## config.mk

```make
export PLATFORM = sky130hd
export DESIGN_NAME = crack_sched_flat
export DESIGN_NICKNAME = d
export VERILOG_FILES = /design/src/rtl/crack_sched_if.sv /design/src/rtl/crack_sched.sv /design/src/flat_wrapper.sv
export SDC_FILE = /design/constraint.sdc
export NUM_CORES = 1
export LEC_CHECK = 0
export ABC_AREA = 1
export CORE_ASPECT_RATIO = 0.5
export CORE_MARGIN = 2
export CORE_UTILIZATION = 32
export CTS_BUF_LIST = sky130_fd_sc_hd__clkbuf_16
export DETAILED_ROUTE_END_ITERATION = 10
export PLACE_DENSITY = 0.78
export RECOVER_POWER = 25
export SYNTH_ARGS = -nofsm -noshare
export SYNTH_HDL_FRONTEND = slang
export SYNTH_SLANG_ARGS = --single-unit
```

## constraint.sdc

```tcl
create_clock -name clk -period 1.3 [get_ports clk]
set_input_delay 0.325 -clock clk [delete_from_list [all_inputs] [get_ports clk]]
set_output_delay 0.325 -clock clk [all_outputs]
set_load 0.01 [all_outputs]
```

## src/rtl/crack_sched_if.sv

```systemverilog
// Bundle of scheduler-side and crack-core-side signals for crack_sched.
// slave = scheduler view, master = environment/core view.
interface crack_sched_if;
   localparam int unsigned KEY_W  = 24;
   localparam int unsigned ADDR_W = 8;
   localparam int unsigned DATA_W = 8;

   logic              en;
   logic              rdy;
   logic [KEY_W-1:0]  key;
   logic              key_valid;
   logic [ADDR_W-1:0] ct_addr;
   logic [DATA_W-1:0] ct_rddata;

   logic              c0_en,        c1_en;
   logic              c0_rdy,       c1_rdy;
   logic              c0_key_valid, c1_key_valid;
   logic [KEY_W-1:0]  c0_key,       c1_key;
   logic [KEY_W-1:0]  c0_base,      c1_base;
   logic              c0_abort,     c1_abort;

   logic              c0_rd_req,    c1_rd_req;
   logic [ADDR_W-1:0] c0_rd_addr,   c1_rd_addr;
   logic              c0_rd_gnt,    c1_rd_gnt;
   logic [DATA_W-1:0] c0_rd_data,   c1_rd_data;
   logic              c0_rd_valid,  c1_rd_valid;

   modport slave (
      input  en, ct_rddata,
             c0_rdy, c1_rdy, c0_key_valid, c1_key_valid, c0_key, c1_key,
             c0_rd_req, c1_rd_req, c0_rd_addr, c1_rd_addr,
      output rdy, key, key_valid, ct_addr,
             c0_en, c1_en, c0_base, c1_base, c0_abort, c1_abort,
             c0_rd_gnt, c1_rd_gnt, c0_rd_data, c1_rd_data, c0_rd_valid, c1_rd_valid
   );

   modport master (
      output en, ct_rddata,
             c0_rdy, c1_rdy, c0_key_valid, c1_key_valid, c0_key, c1_key,
             c0_rd_req, c1_rd_req, c0_rd_addr, c1_rd_addr,
      input  rdy, key, key_valid, ct_addr,
             c0_en, c1_en, c0_base, c1_base, c0_abort, c1_abort,
             c0_rd_gnt, c1_rd_gnt, c0_rd_data, c1_rd_data, c0_rd_valid, c1_rd_valid
   );
endinterface

```

## src/rtl/crack_sched.sv

```systemverilog
// Launches two crack cores on split key spaces, collects the first valid key,
// aborts the loser, and round-robin arbitrates their shared ciphertext reads.
module crack_sched (
   input  logic          clk,
   input  logic          rst_n,
   crack_sched_if.slave  bus
);
   localparam int unsigned KEY_W  = 24;
   localparam int unsigned ADDR_W = 8;

   localparam logic [1:0] S_IDLE   = 2'd0;
   localparam logic [1:0] S_LAUNCH = 2'd1;
   localparam logic [1:0] S_RUN    = 2'd2;
   localparam logic [1:0] S_DRAIN  = 2'd3;

   logic [1:0]        r_state,     w_state_nxt;
   logic              r_rdy,       w_rdy_nxt;
   logic [KEY_W-1:0]  r_key,       w_key_nxt;
   logic              r_key_valid, w_key_valid_nxt;
   logic              r_c0_en,     w_c0_en_nxt;
   logic              r_c1_en,     w_c1_en_nxt;
   logic              r_c0_abort,  w_c0_abort_nxt;
   logic              r_c1_abort,  w_c1_abort_nxt;
   logic              r_done0,     w_done0_nxt;
   logic              r_done1,     w_done1_nxt;
   logic              r_c0_rdy_d;
   logic              r_c1_rdy_d;
   logic              w_rise0;
   logic              w_rise1;
   logic              w_win0;
   logic              w_win1;

   logic              r_rr;
   logic              w_gnt0;
   logic              w_gnt1;
   logic [ADDR_W-1:0] r_ct_addr;
   logic [ADDR_W-1:0] w_ct_addr;
   logic              r_rd_valid0;
   logic              r_rd_valid1;

   // State and registered outputs
   always_ff @(posedge clk or negedge rst_n) begin
      if (!rst_n) begin
         r_state     <= S_IDLE;
         r_rdy       <= 1'b0;
         r_key       <= '0;
         r_key_valid <= 1'b0;
         r_c0_en     <= 1'b0;
         r_c1_en     <= 1'b0;
         r_c0_abort  <= 1'b0;
         r_c1_abort  <= 1'b0;
         r_done0     <= 1'b0;
         r_done1     <= 1'b0;
         r_c0_rdy_d  <= 1'b0;
         r_c1_rdy_d  <= 1'b0;
      end else begin
         r_state     <= w_state_nxt;
         r_rdy       <= w_rdy_nxt;
         r_key       <= w_key_nxt;
         r_key_valid <= w_key_valid_nxt;
         r_c0_en     <= w_c0_en_nxt;
         r_c1_en     <= w_c1_en_nxt;
         r_c0_abort  <= w_c0_abort_nxt;
         r_c1_abort  <= w_c1_abort_nxt;
         r_done0     <= w_done0_nxt;
         r_done1     <= w_done1_nxt;
         r_c0_rdy_d  <= bus.c0_rdy;
         r_c1_rdy_d  <= bus.c1_rdy;
      end
   end

   // Next-state and next-output logic
   always_comb begin
      w_state_nxt     = r_state;
      w_key_nxt       = r_key;
      w_key_valid_nxt = r_key_valid;
      w_c0_en_nxt     = 1'b0;
      w_c1_en_nxt     = 1'b0;
      w_c0_abort_nxt  = r_c0_abort;
      w_c1_abort_nxt  = r_c1_abort;
      w_done0_nxt     = r_done0;
      w_done1_nxt     = r_done1;
      w_rise0         = bus.c0_rdy & ~r_c0_rdy_d & ~r_done0;
      w_rise1         = bus.c1_rdy & ~r_c1_rdy_d & ~r_done1;
      w_win0          = w_rise0 & bus.c0_key_valid;
      w_win1          = w_rise1 & bus.c1_key_valid;

      case (r_state)
         S_IDLE: begin
            if (bus.en) begin
               w_key_valid_nxt = 1'b0;
               w_done0_nxt     = 1'b0;
               w_done1_nxt     = 1'b0;
               w_state_nxt     = S_LAUNCH;
            end
         end
         S_LAUNCH: begin
            if (bus.c0_rdy && bus.c1_rdy) begin
               w_c0_en_nxt = 1'b1;
               w_c1_en_nxt = 1'b1;
               w_state_nxt = S_RUN;
            end
         end
         S_RUN: begin
            w_done0_nxt = r_done0 | w_rise0;
            w_done1_nxt = r_done1 | w_rise1;
            // Core 0 takes priority on a simultaneous valid finish
            if (w_win0) begin
               w_key_nxt       = bus.c0_key;
               w_key_valid_nxt = 1'b1;
               w_c1_abort_nxt  = 1'b1;
               w_state_nxt     = S_DRAIN;
            end else if (w_win1) begin
               w_key_nxt       = bus.c1_key;
               w_key_valid_nxt = 1'b1;
               w_c0_abort_nxt  = 1'b1;
               w_state_nxt     = S_DRAIN;
            end else if (w_done0_nxt && w_done1_nxt) begin
               w_state_nxt = S_IDLE;
            end
         end
         S_DRAIN: begin
            if ((r_c0_abort && bus.c0_rdy) || (r_c1_abort && bus.c1_rdy)) begin
               w_c0_abort_nxt = 1'b0;
               w_c1_abort_nxt = 1'b0;
               w_state_nxt    = S_IDLE;
            end
         end
         default: w_state_nxt = S_IDLE;
      endcase

      w_rdy_nxt = (w_state_nxt == S_IDLE);
   end

   // Read arbiter: r_rr=0 favours core 0 when both request
   always_comb begin
      w_gnt0    = rst_n & bus.c0_rd_req & (~bus.c1_rd_req | ~r_rr);
      w_gnt1    = rst_n & bus.c1_rd_req & (~bus.c0_rd_req |  r_rr);
      w_ct_addr = r_ct_addr;
      if (w_gnt0)      w_ct_addr = bus.c0_rd_addr;
      else if (w_gnt1) w_ct_addr = bus.c1_rd_addr;
   end

   always_ff @(posedge clk or negedge rst_n) begin
      if (!rst_n) begin
         r_rr        <= 1'b0;
         r_ct_addr   <= '0;
         r_rd_valid0 <= 1'b0;
         r_rd_valid1 <= 1'b0;
      end else begin
         if (w_gnt0)      r_rr <= 1'b1;
         else if (w_gnt1) r_rr <= 1'b0;
         r_ct_addr   <= w_ct_addr;
         r_rd_valid0 <= w_gnt0;
         r_rd_valid1 <= w_gnt1;
      end
   end

   assign bus.rdy         = r_rdy;
   assign bus.key         = r_key;
   assign bus.key_valid   = r_key_valid;
   assign bus.c0_en       = r_c0_en;
   assign bus.c1_en       = r_c1_en;
   assign bus.c0_abort    = r_c0_abort;
   assign bus.c1_abort    = r_c1_abort;
   assign bus.c0_base     = KEY_W'(24'h000000);
   assign bus.c1_base     = KEY_W'(24'h800000);
   assign bus.ct_addr     = w_ct_addr;
   assign bus.c0_rd_gnt   = w_gnt0;
   assign bus.c1_rd_gnt   = w_gnt1;
   assign bus.c0_rd_data  = bus.ct_rddata;
   assign bus.c1_rd_data  = bus.ct_rddata;
   assign bus.c0_rd_valid = r_rd_valid0;
   assign bus.c1_rd_valid = r_rd_valid1;

endmodule

```

## src/flat_wrapper.sv

```systemverilog
// flat-port wrapper written by rule: the top's interface ports become plain ports
module crack_sched_flat 
  (clk, rst_n, bus_en, bus_ct_rddata, bus_c0_rdy, bus_c1_rdy, bus_c0_key_valid, bus_c1_key_valid, bus_c0_key, bus_c1_key, bus_c0_rd_req, bus_c1_rd_req, bus_c0_rd_addr, bus_c1_rd_addr, bus_rdy, bus_key, bus_key_valid, bus_ct_addr, bus_c0_en, bus_c1_en, bus_c0_base, bus_c1_base, bus_c0_abort, bus_c1_abort, bus_c0_rd_gnt, bus_c1_rd_gnt, bus_c0_rd_data, bus_c1_rd_data, bus_c0_rd_valid, bus_c1_rd_valid);
  crack_sched_if bus_i ();
  input  logic clk;
  input  logic rst_n;
  input wire logic [$bits(bus_i.en)-1:0] bus_en;
  input wire logic [$bits(bus_i.ct_rddata)-1:0] bus_ct_rddata;
  input wire logic [$bits(bus_i.c0_rdy)-1:0] bus_c0_rdy;
  input wire logic [$bits(bus_i.c1_rdy)-1:0] bus_c1_rdy;
  input wire logic [$bits(bus_i.c0_key_valid)-1:0] bus_c0_key_valid;
  input wire logic [$bits(bus_i.c1_key_valid)-1:0] bus_c1_key_valid;
  input wire logic [$bits(bus_i.c0_key)-1:0] bus_c0_key;
  input wire logic [$bits(bus_i.c1_key)-1:0] bus_c1_key;
  input wire logic [$bits(bus_i.c0_rd_req)-1:0] bus_c0_rd_req;
  input wire logic [$bits(bus_i.c1_rd_req)-1:0] bus_c1_rd_req;
  input wire logic [$bits(bus_i.c0_rd_addr)-1:0] bus_c0_rd_addr;
  input wire logic [$bits(bus_i.c1_rd_addr)-1:0] bus_c1_rd_addr;
  output wire logic [$bits(bus_i.rdy)-1:0] bus_rdy;
  output wire logic [$bits(bus_i.key)-1:0] bus_key;
  output wire logic [$bits(bus_i.key_valid)-1:0] bus_key_valid;
  output wire logic [$bits(bus_i.ct_addr)-1:0] bus_ct_addr;
  output wire logic [$bits(bus_i.c0_en)-1:0] bus_c0_en;
  output wire logic [$bits(bus_i.c1_en)-1:0] bus_c1_en;
  output wire logic [$bits(bus_i.c0_base)-1:0] bus_c0_base;
  output wire logic [$bits(bus_i.c1_base)-1:0] bus_c1_base;
  output wire logic [$bits(bus_i.c0_abort)-1:0] bus_c0_abort;
  output wire logic [$bits(bus_i.c1_abort)-1:0] bus_c1_abort;
  output wire logic [$bits(bus_i.c0_rd_gnt)-1:0] bus_c0_rd_gnt;
  output wire logic [$bits(bus_i.c1_rd_gnt)-1:0] bus_c1_rd_gnt;
  output wire logic [$bits(bus_i.c0_rd_data)-1:0] bus_c0_rd_data;
  output wire logic [$bits(bus_i.c1_rd_data)-1:0] bus_c1_rd_data;
  output wire logic [$bits(bus_i.c0_rd_valid)-1:0] bus_c0_rd_valid;
  output wire logic [$bits(bus_i.c1_rd_valid)-1:0] bus_c1_rd_valid;
  assign bus_i.en = bus_en;
  assign bus_i.ct_rddata = bus_ct_rddata;
  assign bus_i.c0_rdy = bus_c0_rdy;
  assign bus_i.c1_rdy = bus_c1_rdy;
  assign bus_i.c0_key_valid = bus_c0_key_valid;
  assign bus_i.c1_key_valid = bus_c1_key_valid;
  assign bus_i.c0_key = bus_c0_key;
  assign bus_i.c1_key = bus_c1_key;
  assign bus_i.c0_rd_req = bus_c0_rd_req;
  assign bus_i.c1_rd_req = bus_c1_rd_req;
  assign bus_i.c0_rd_addr = bus_c0_rd_addr;
  assign bus_i.c1_rd_addr = bus_c1_rd_addr;
  assign bus_rdy = bus_i.rdy;
  assign bus_key = bus_i.key;
  assign bus_key_valid = bus_i.key_valid;
  assign bus_ct_addr = bus_i.ct_addr;
  assign bus_c0_en = bus_i.c0_en;
  assign bus_c1_en = bus_i.c1_en;
  assign bus_c0_base = bus_i.c0_base;
  assign bus_c1_base = bus_i.c1_base;
  assign bus_c0_abort = bus_i.c0_abort;
  assign bus_c1_abort = bus_i.c1_abort;
  assign bus_c0_rd_gnt = bus_i.c0_rd_gnt;
  assign bus_c1_rd_gnt = bus_i.c1_rd_gnt;
  assign bus_c0_rd_data = bus_i.c0_rd_data;
  assign bus_c1_rd_data = bus_i.c1_rd_data;
  assign bus_c0_rd_valid = bus_i.c0_rd_valid;
  assign bus_c1_rd_valid = bus_i.c1_rd_valid;
  crack_sched u_core (.clk(clk), .rst_n(rst_n), .bus(bus_i));
endmodule
```

; ---- Word-level counts from Yosys, hierarchy flattened
; Cells that the tools add are included.
[op_classes]
reduce_logical = 16
muxes = 26
n_bitwise = 21
eq_ne = 9
[op_table]
columns = cell, n
row1 = $mux 24, 2
row2 = $mux 8, 2
row3 = $mux 2, 6
row4 = $and 1x1->1, 10
row5 = $mux 1, 10
row6 = $pmux 1 s2, 5
row7 = $pmux 2 s4, 1
row8 = $reduce_bool 2->1, 4
row9 = $not 1->1, 7
row10 = $ne 2x1->1 const B, 3
row11 = $reduce_and 3->1, 2
row12 = $eq 2x2->1 const B, 2
row13 = $logic_and 1x1->1, 4
row14 = $logic_not 2->1, 2
row15 = $ne 2x2->1 const B, 2
row16 = $or 1x1->1, 4
row17 = $reduce_and 2->1, 2
row18 = $reduce_and 4->1, 1
row19 = $ne 3x1->1 const B, 1
row20 = $eq 2x1->1 const B, 1
row21 = $logic_or 1x1->1, 1
[word_totals]
reg_bits = 46
word_cells = 87
output_inout_bits = 106

; ---- Logic depth before layout (Yosys ltp)
; Gate-level depths: netlist (run 1).
[depth]
depth_word = 10
ltp_mapped = 8

; ---- Worst setup path before layout (run 1)
; No wires, ideal clock.
[synth_timing]
kind = register to output
start = reg u_core.r_rr
end = out bus_ct_addr[0]
path_slack_ns = -0.168
required_ns = 0.975
n_path_buf = 0
arrival_time_ns = 1.143
stages_incl_launch_ff = 7
path_cell_list = dfrtp_1 > inv_1 > nand2_1 > nand2_1 > clkinv_1 > nand2_1 > a31oi_1
[synth_between]
elab_chain_len = 4
word_cells_on_any_way = 7
classes_between = mux (2) / bitwise (5)
[synth_lines]
columns = element, line
row1 = "start, declared", crack_sched.sv:33  ; logic r_rr;
row2 = "start signal, assigned", crack_sched.sv:146  ; r_rr <= 1'b0;
row3 = "start signal, assigned", crack_sched.sv:151  ; if (w_gnt0) r_rr <= 1'b1;
row4 = "start signal, assigned", crack_sched.sv:152  ; else if (w_gnt1) r_rr <= 1'b0;
row5 = $or 1x1->1, crack_sched.sv:138  ; w_gnt1 = rst_n & bus.c1_rd_req & (~bus.c0_rd_req | r_rr);
row6 = $and 1x1->1, crack_sched.sv:138
row7 = via bus_c1_rd_gnt, flat_wrapper.sv:30  ; output wire logic [$bits(bus_i.c1_rd_gnt)-1:0] bus_c1_rd_gnt;
row8 = $mux 8, crack_sched.sv:141  ; else if (w_gnt1) w_ct_addr = bus.c1_rd_addr;
row9 = $mux 8, crack_sched.sv:140  ; if (w_gnt0) w_ct_addr = bus.c0_rd_addr;
row10 = "end, declared", flat_wrapper.sv:22  ; output wire logic [$bits(bus_i.ct_addr)-1:0] bus_ct_addr;
; The timed path passes the listed nets, and every way through them passes these cells.

; ---- Final worst setup path (run 1)
[layout_timing]
start = reg u_core.r_rr
end = out bus_ct_addr[4]
[layout_between]
elab_chain_len = 4
word_cells_on_any_way = 7
classes_between = mux (2) / bitwise (5)
[layout_lines]
columns = element, line
row1 = $or 1x1->1 / $not 1->1 (equally long branches), "crack_sched.sv:138, crack_sched.sv:137"
row2 = $and 1x1->1 / $or 1x1->1 (equally long branches), "crack_sched.sv:138, crack_sched.sv:137"
row3 = $mux 8 / $and 1x1->1 (equally long branches), "crack_sched.sv:141, crack_sched.sv:137"
row4 = $mux 8 (*), crack_sched.sv:140
; Every way passes the cells marked *; elsewhere a longest branch is shown, timed or not.

==> results of run 1 <==
==> per-stage QoR <==
step	total power, µW	hold WS [ns]	cells	area (µm²)
3_5_place_dp	5230	0.465	562	3880
5_1_grt	7210	0.381	593	4480
6_report	6750	0.318	593	4480
2_1_floorplan	3720	0.0294	391	2980
3_3_place_gp	5150	0.462	562	3880
4_1_cts	6360	0.289	587	4260
==> report_power, final <==
part / total (µW) / internal [µW] / switching (µW)
logic: 3240 / 1640 / 1590
registers: 2300 / 1990 / 318
clock network: 1210 / 695 / 514
==> final cells by class <==
| type | instances | area, µm² | share of cell area |
|---|---|---|---|
| clock buffers | 5 | 125 | 0.0279 |
| clock inverters | 3 | 12.5 | 0.00279 |
| inverters | 42 | 179 | 0.0400 |
| multi-input cells | 228 | 1310 | 0.293 |
| flip-flops and latches | 46 | 1150 | 0.257 |
| well taps | 112 | 140 | 0.0313 |
| repair buffers | 156 | 1550 | 0.347 |
| repair inverters | 1 | 5.00 | 0.00112 |
==> worst paths after layout <==
kind,end,slack [ns],cells past startpoint
worst min-delay path,u_core.bus.key[4],0.32,2
min in group clk,u_core.r_c0_rdy_d,0.46,2
worst max-delay path,bus_ct_addr[4],-0.45,7
max in group asynchronous,u_core.bus.c0_rd_valid,0.55,2
worst max register to register,u_core.bus.key[10],-0.09,8
worst min register to register,u_core.bus.key[8],0.47,2
==> cells in the final DEF, fill, tap and decap left out, types with 7 or more instances in the layout <==
cell,n
sky130_fd_sc_hd__clkdlybuf4s50_1,65
sky130_fd_sc_hd__nor2_2,10
sky130_fd_sc_hd__buf_4,26
sky130_fd_sc_hd__conb_1,48
sky130_fd_sc_hd__o211ai_1,21
sky130_fd_sc_hd__clkdlybuf4s15_1,22
sky130_fd_sc_hd__buf_6,11
sky130_fd_sc_hd__nand2_2,20
sky130_fd_sc_hd__dlygate4sd2_1,17
sky130_fd_sc_hd__nand2_1,90
sky130_fd_sc_hd__inv_1,36
sky130_fd_sc_hd__a31oi_4,7
sky130_fd_sc_hd__dfrtp_1,46
==> kinds of logic (layout without fill, tap and decap cells) <==
logic type,Yosys count,in the layout
buf+inv,117,207
compound gates,39,39
simple gates,141,141
flops,46,46
other cells,2,48
==> worst reg2reg max path, stage by stage, from the launching register on <==
cell	delay, ns
sky130_fd_sc_hd__dfrtp_1	0.40
sky130_fd_sc_hd__nor2_2	0.15
sky130_fd_sc_hd__buf_4	0.13
sky130_fd_sc_hd__nand3_2	0.12
sky130_fd_sc_hd__nand2_8	0.12
sky130_fd_sc_hd__buf_6	0.13
sky130_fd_sc_hd__buf_12	0.11
sky130_fd_sc_hd__o211ai_1	0.09
sky130_fd_sc_hd__nand2_1	0.08
==> metal layers <==
layer	part of all wire	GRT usage	vias to the layer above
met3	0.041	0.0351	13
met4	0.018	0.0456	0
met5	0	0	-
li1	-	-	1234
met2	0.54	0.301	66
met1	0.41	0.184	1186
==> timing repair <==
action	4_1_cts	5_1_grt
endpoints found under the setup margin	72	60
pin swaps	18	14
buffers inserted	14	10
gates cloned	4	1
endpoints found under the hold margin	0	0
resized for setup	115	60
==> results by group, run 1 <==
Critical path
  – Launching instance or port of the critical path: u_core.r_rr
  – Worst endpoint data arrival time: 1.42 ns
  – Worst Setup End Kind: output port
  – Crit path largest cell delay: 0.40 ns
  – Data required time of the worst path: 0.98 ns
  – Combined buffer and inverter count along the critical path: 3
  – Type of the worst setup path: reg -> out
  – Dominant cell type by count on the critical path: sky130_fd_sc_hd__nand2_2
  – Kind of start point of the critical path: register
  – Cell-by-cell listing of the critical path: inv_2, nand2_2, nand2_4, buf_12, nand2_2, a31oi_4, buf_6
  – Top Family by Delay on Critical Path: flip-flops
  – Maximum fanout along the worst path: 6
  – CP max-delay cell: sky130_fd_sc_hd__dfrtp_1
  – Launching point of the worst reg2reg path: u_core.r_done1

Global route
  – Remaining global-route overflow: 0
  – Wire length of the first global-routing pass: approximately 12000 µm
  – Number of global-route vias before repair: around 2400
  – Total routing usage reported by global routing: 0.161
  – Number of antenna violations at the first check in global routing: 0
  – Pin count of the biggest net entering global routing: 49

Drt
  – Via-per-instance ratio: between 4 and 5
  – Total via count after detailed routing: 2499
  – Detailed-router iteration count before antenna repair: 4
  – Number of nets with antenna violations after routing: 0
  – Mean routed wirelength per cell: 13.2 µm
  – Initial detailed-routing violation count: 80
  – Final wirelength: 7820 µm
  – Number of DRC violations after detailed routing: 0

Yosys
  – Cells after synthesis: 345
  – Count of flip-flops with a built-in enable after synthesis: 0
  – Synth top area share: 0.420
  – Average instance area after synthesis: 7.95 µm²
  – Most frequent cell after synthesis: sky130_fd_sc_hd__nand2_1
  – Async SR Flop Fraction: 1.00
  – Flip-flop cell with the highest count after synthesis: sky130_fd_sc_hd__dfrtp_1
  – Number of distinct library cells after synthesis: 24
  – Cell types with the highest counts after synthesis: sky130_fd_sc_hd__nand2_1 (112), sky130_fd_sc_hd__buf_4 (66), sky130_fd_sc_hd__dfrtp_1 (46)
  – Mapped Area: 2740 µm²
  – Synthesized-area fraction occupied by and/or/nand/nor cells: 0.207
  – Syn. warnings: 0
  – Share of the synthesized area in compound gates (AO/OA/AOI/OAI): 0.103
  – Arithmetic-cell share of the synthesized area counting full adders, half adders and majority gates: 0
  – Synth Area in XOR/XNOR: 0
  – Sequential cell area fraction in the yosys report: 0.420
  – Cell accounting for the most synthesized area: sky130_fd_sc_hd__dfrtp_1
  – Largest family of logic cells by synthesized area: buffers and inverters
  – Register bit total from synthesis: 46
  – Share of cell area taken by muxes after synthesis: 0
  – Cell types occupying the most area after synthesis: sky130_fd_sc_hd__dfrtp_1 (42%), sky130_fd_sc_hd__buf_4 (18%), sky130_fd_sc_hd__nand2_1 (15%)

Cells and area
  – Number of nets in the finished design: 561
  – Layout fillers: approximately 740
  – Diode count: 0
  – Fin util: 0.550
  – Number of flip-flops under the largest register name: 24
  – Synthesis-to-layout area growth: 63.3%
  – Fraction of layout instances using a drive strength above 1: 0.245

Timing
  – Relative slew slack: 0.563
  – Max frequency: 0.573 GHz
  – Fin Clk Skew: 0.00351 ns
  – Smallest setup slack after layout: -0.445 ns
  – Share of the clock period used by the worst path after layout: 1.34
  – Final count of hold timing violations: 0
  – Setup repair after global routing missed its margin: true
  – Transition at the pin with the smallest max-transition slack: 0.656 ns
  – Final setup viols: 36
  – Max Slew Vio Count: 0
  – Fin Setup TNS: -5.35 ns
  – Min Clock Period, post-route: 1.75 ns

Place
  – Final weighted congestion in routability-driven placement: ~0.77
  – Post-DP HPWL: 5290 µm
  – Number of buffers added on ports: 114
  – Post-Place Setup Slack: -1.06 ns

Run
  – Count of max-cap constraint violations: 0

Outcome
  – Outcome: complete, but fails checks
  – Violated checks: setup timing

Floorplan
  – Area of the placeable core: 8140 µm²
  – Initial Util: 0.337
  – Die Area: 9370 µm²
  – Horizontal die dimension: 135 µm
  – Count of standard-cell rows: 23
  – Number of ports placed on the die boundary: between 150 and 200
  – Die height: roughly 69 µm

Clocking
  – Insertion delay to the later sink of the worst-skew pair: 0.28 ns
  – Maximum level of the CTS H-tree: 2
  – CTS hold repair buffers: 0
  – Clock Path Buffers: 2
  – Clock edge transition at the registers on the reported setup and hold paths: around 0.060 ns
  – Number of sinks on the clock net: 46
  – Cell at the root of the clock tree: sky130_fd_sc_hd__clkbuf_16
  – Number of buffers created by CTS: 5
  – CTS tree: built

Hold path
  – Hold crit path type: in -> async

Pwr
  – Power per unit of standard cell area: 1510 nW/µm²
  – Worst IR drop on VDD: between 700 and 800 µV
  – Pleak: 0.00233 µW
No activity file was read; power rests on OpenSTA's default activity.
==> inputs of run 2 (changes only) <==
--- a/config.mk
+++ b/config.mk
@@ -9,7 +9,6 @@
 export CORE_ASPECT_RATIO = 0.5
 export CORE_MARGIN = 2
 export CORE_UTILIZATION = 32
-export CTS_BUF_LIST = sky130_fd_sc_hd__clkbuf_16
 export DETAILED_ROUTE_END_ITERATION = 10
 export PLACE_DENSITY = 0.78
 export RECOVER_POWER = 25
==> results by group, run 2 (synthesis results as in run 1) <==
Outcome
  – Outcome: complete, but fails checks
  – Violated checks: setup timing

Pwr
  – Power per unit of standard cell area: ~1500 nW/µm²
  – Portion of total power attributed to the clock network: 0.192
  – Fraction of power consumed by sequential logic: 0.345
  – Fraction of power spent switching nets: 0.354
  – Combinational share of power: 0.463
  – Net switching power: 2350 µW
  – Pleak: ~0.0023 µW
  – Pint: 4290 µW
  – Worst IR drop on VDD: 706 µV

Drt
  – Number of nets with antenna violations after routing: 0
  – Initial detailed-routing violation count: 67
  – Routed length on met1: 3080 µm
  – Top layer in use: met4
  – Number of DRC violations after detailed routing: 0
  – Via-per-instance ratio: 4.20
  – Final wirelength: 7590 µm
  – Mean routed wirelength per cell: 13.0 µm
  – Detailed-router iteration count before antenna repair: 4
  – Met2 WL: a little over 4000 µm
  – Total via count after detailed routing: roughly 2500
  – Detailed-routed wire length on met3: 319 µm

Place
  – Final weighted congestion in routability-driven placement: 0.772
  – Number of buffers added on ports: 114
  – Cell area after placement: ~3900 µm²
  – Post-DP HPWL: between 5000 and 6000 µm
  – Placed cell count: 562

Floorplan
  – Area of the placeable core: 8140 µm²
  – Die height: 69.5 µm
  – Initial Util: 0.337
  – Number of ports placed on the die boundary: 187
  – Horizontal die dimension: between 100 and 150 µm
  – Die Area: 9370 µm²
  – Count of standard-cell rows: 23

Cells and area
  – Design Area, Final: 4400 µm²
  – Number of flip-flops under the largest register name: 24
  – Diode count: 0
  – Number of nets in the finished design: 553
  – Synthesis-to-layout area growth: 60.6%
  – Leading cell type in the layout, fill and taps excluded: sky130_fd_sc_hd__nand2_1
  – Fraction of layout instances using a drive strength above 1: 0.218
  – Non-Filler Instances: 585
  – Highest-count cells in the layout ignoring fill and taps: sky130_fd_sc_hd__nand2_1 (99), sky130_fd_sc_hd__clkdlybuf4s50_1 (65), sky130_fd_sc_hd__conb_1 (48)

Timing
  – Worst Hold Slack: 0.320 ns
  – Max Slew Vio Count: 0
  – Final count of hold timing violations: 0
  – Relative slew slack: 0.563
  – Final setup viols: 34
  – Setup repair after global routing missed its margin: true
  – Fin Clk Skew: around 0.0031 ns
  – Min Clock Period, post-route: between 1.5 and 2 ns
  – Max frequency: 0.573 GHz
  – Smallest setup slack after layout: -0.445 ns
  – Share of the clock period used by the worst path after layout: 1.34
  – Transition at the pin with the smallest max-transition slack: 0.655 ns

Clocking
  – Insertion delay to the later sink of the worst-skew pair: 0.28 ns
  – Number of buffers created by CTS: 5
  – CTS hold repair buffers: 0
  – Cell at the root of the clock tree: sky130_fd_sc_hd__clkbuf_16
  – Clock edge transition at the registers on the reported setup and hold paths: ~0.060 ns
  – Number of sinks on the clock net: 46
  – Maximum level of the CTS H-tree: 2
  – Clock Path Buffers: 2
  – CTS tree: built

Hold path
  – Hold crit path type: in -> async

Critical path
  – Maximum fanout along the worst path: 6
  – Kind of start point of the critical path: register
  – Data required time of the worst path: ~0.98 ns
  – Worst endpoint data arrival time: 1.42 ns
  – Worst Setup End Kind: output port
  – Type of the worst setup path: reg -> out

Global route
  – Number of global-route vias before repair: approximately 2300
  – Remaining global-route overflow: 0
  – Number of antenna violations at the first check in global routing: 0
  – Wire length of the first global-routing pass: 11400 µm
  – Pin count of the biggest net entering global routing: 49
  – Total routing usage reported by global routing: 0.152

Run
  – Count of max-cap constraint violations: 0
==> run 2: layout make-up <==
class                   count  area, µm²
well taps                 112        140
fillers                   749       3740
clock inverters             1       5.00
inverters                  42        175
multi-input cells         228       1300
flip-flops and latches     46       1150
clock buffers               7        143
repair buffers            148       1490
repair inverters            1       5.00
==> run 2: critical path: stages (launching register included) <==
cell and delay, ns:
sky130_fd_sc_hd__dfrtp_1 0.40, sky130_fd_sc_hd__inv_2 0.07, sky130_fd_sc_hd__nand2_2 0.05, sky130_fd_sc_hd__nand2_4 0.13, sky130_fd_sc_hd__buf_12 0.13, sky130_fd_sc_hd__nand2_2 0.07, sky130_fd_sc_hd__a31oi_4 0.16, sky130_fd_sc_hd__buf_6 0.13
==> run 2: routing by layer <==
layer,up-vias,GRT usage
met3,13,0.0344
met4,0,0.0491
li1,1219,-
met2,62,0.278
met5,-,0
met1,1161,0.177
==> run 2: worst paths after layout <==
kind / from / endpoint / slack, ns / cells after the start
max: u_core.r_rr / bus_ct_addr[4] / -0.45 / 7
min: rst_n / u_core.r_state[0] / 0.32 / 2
max reg2reg: u_core.r_done0 / u_core.bus.key[18] / -0.07 / 7
min reg2reg: u_core.bus.key[8] / u_core.bus.key[8] / 0.47 / 2
max in group asynchronous: rst_n / u_core.bus.c0_rd_valid / 0.54 / 2
min in group clk: bus_c0_rdy / u_core.r_c0_rdy_d / 0.46 / 2
==> run 2: timing repair <==
action / in CTS / in global routing
endpoints found under the setup margin: 72 / 56
buffers inserted: 6 / 4
gates cloned: 2 / 3
gates resized for setup: 110 / 52
pin swaps: 15 / 12
==> run 2: power groups by stage <==
stage / Combinational [µW] / Sequential (µW) / Clock, µW
2_1_floorplan: 1210 / 2510 / 0
3_3_place_gp: 2860 / 2280 / 0
3_5_place_dp: 2920 / 2300 / 0
4_1_cts: 2710 / 2290 / 1320
5_1_grt: 3360 / 2360 / 1380
6_report: 3070 / 2290 / 1280
==> run 2: stage by stage <==
stage               total power [µW]  setup TNS [ns]   util  setup WS, ns
finish                          6640           -4.94  0.541        -0.445
global route                    7100           -7.72  0.541        -0.523
CTS                             6310           -4.24  0.510        -0.456
detailed placement              5230          -25.26  0.476         -1.06
global placement                5150          -24.71  0.476        -0.984
floorplan                       3720          -0.165      -       -0.0206
==> inputs of run 3 (changes only) <==
--- a/config.mk
+++ b/config.mk
@@ -6,6 +6,7 @@
 export NUM_CORES = 1
 export LEC_CHECK = 0
 export ABC_AREA = 1
+export CAP_MARGIN = 20
 export CORE_ASPECT_RATIO = 0.5
 export CORE_MARGIN = 2
 export CORE_UTILIZATION = 32
==> results of run 3 <==
The final DEF is identical to that of run 2; final timing and power are the same.
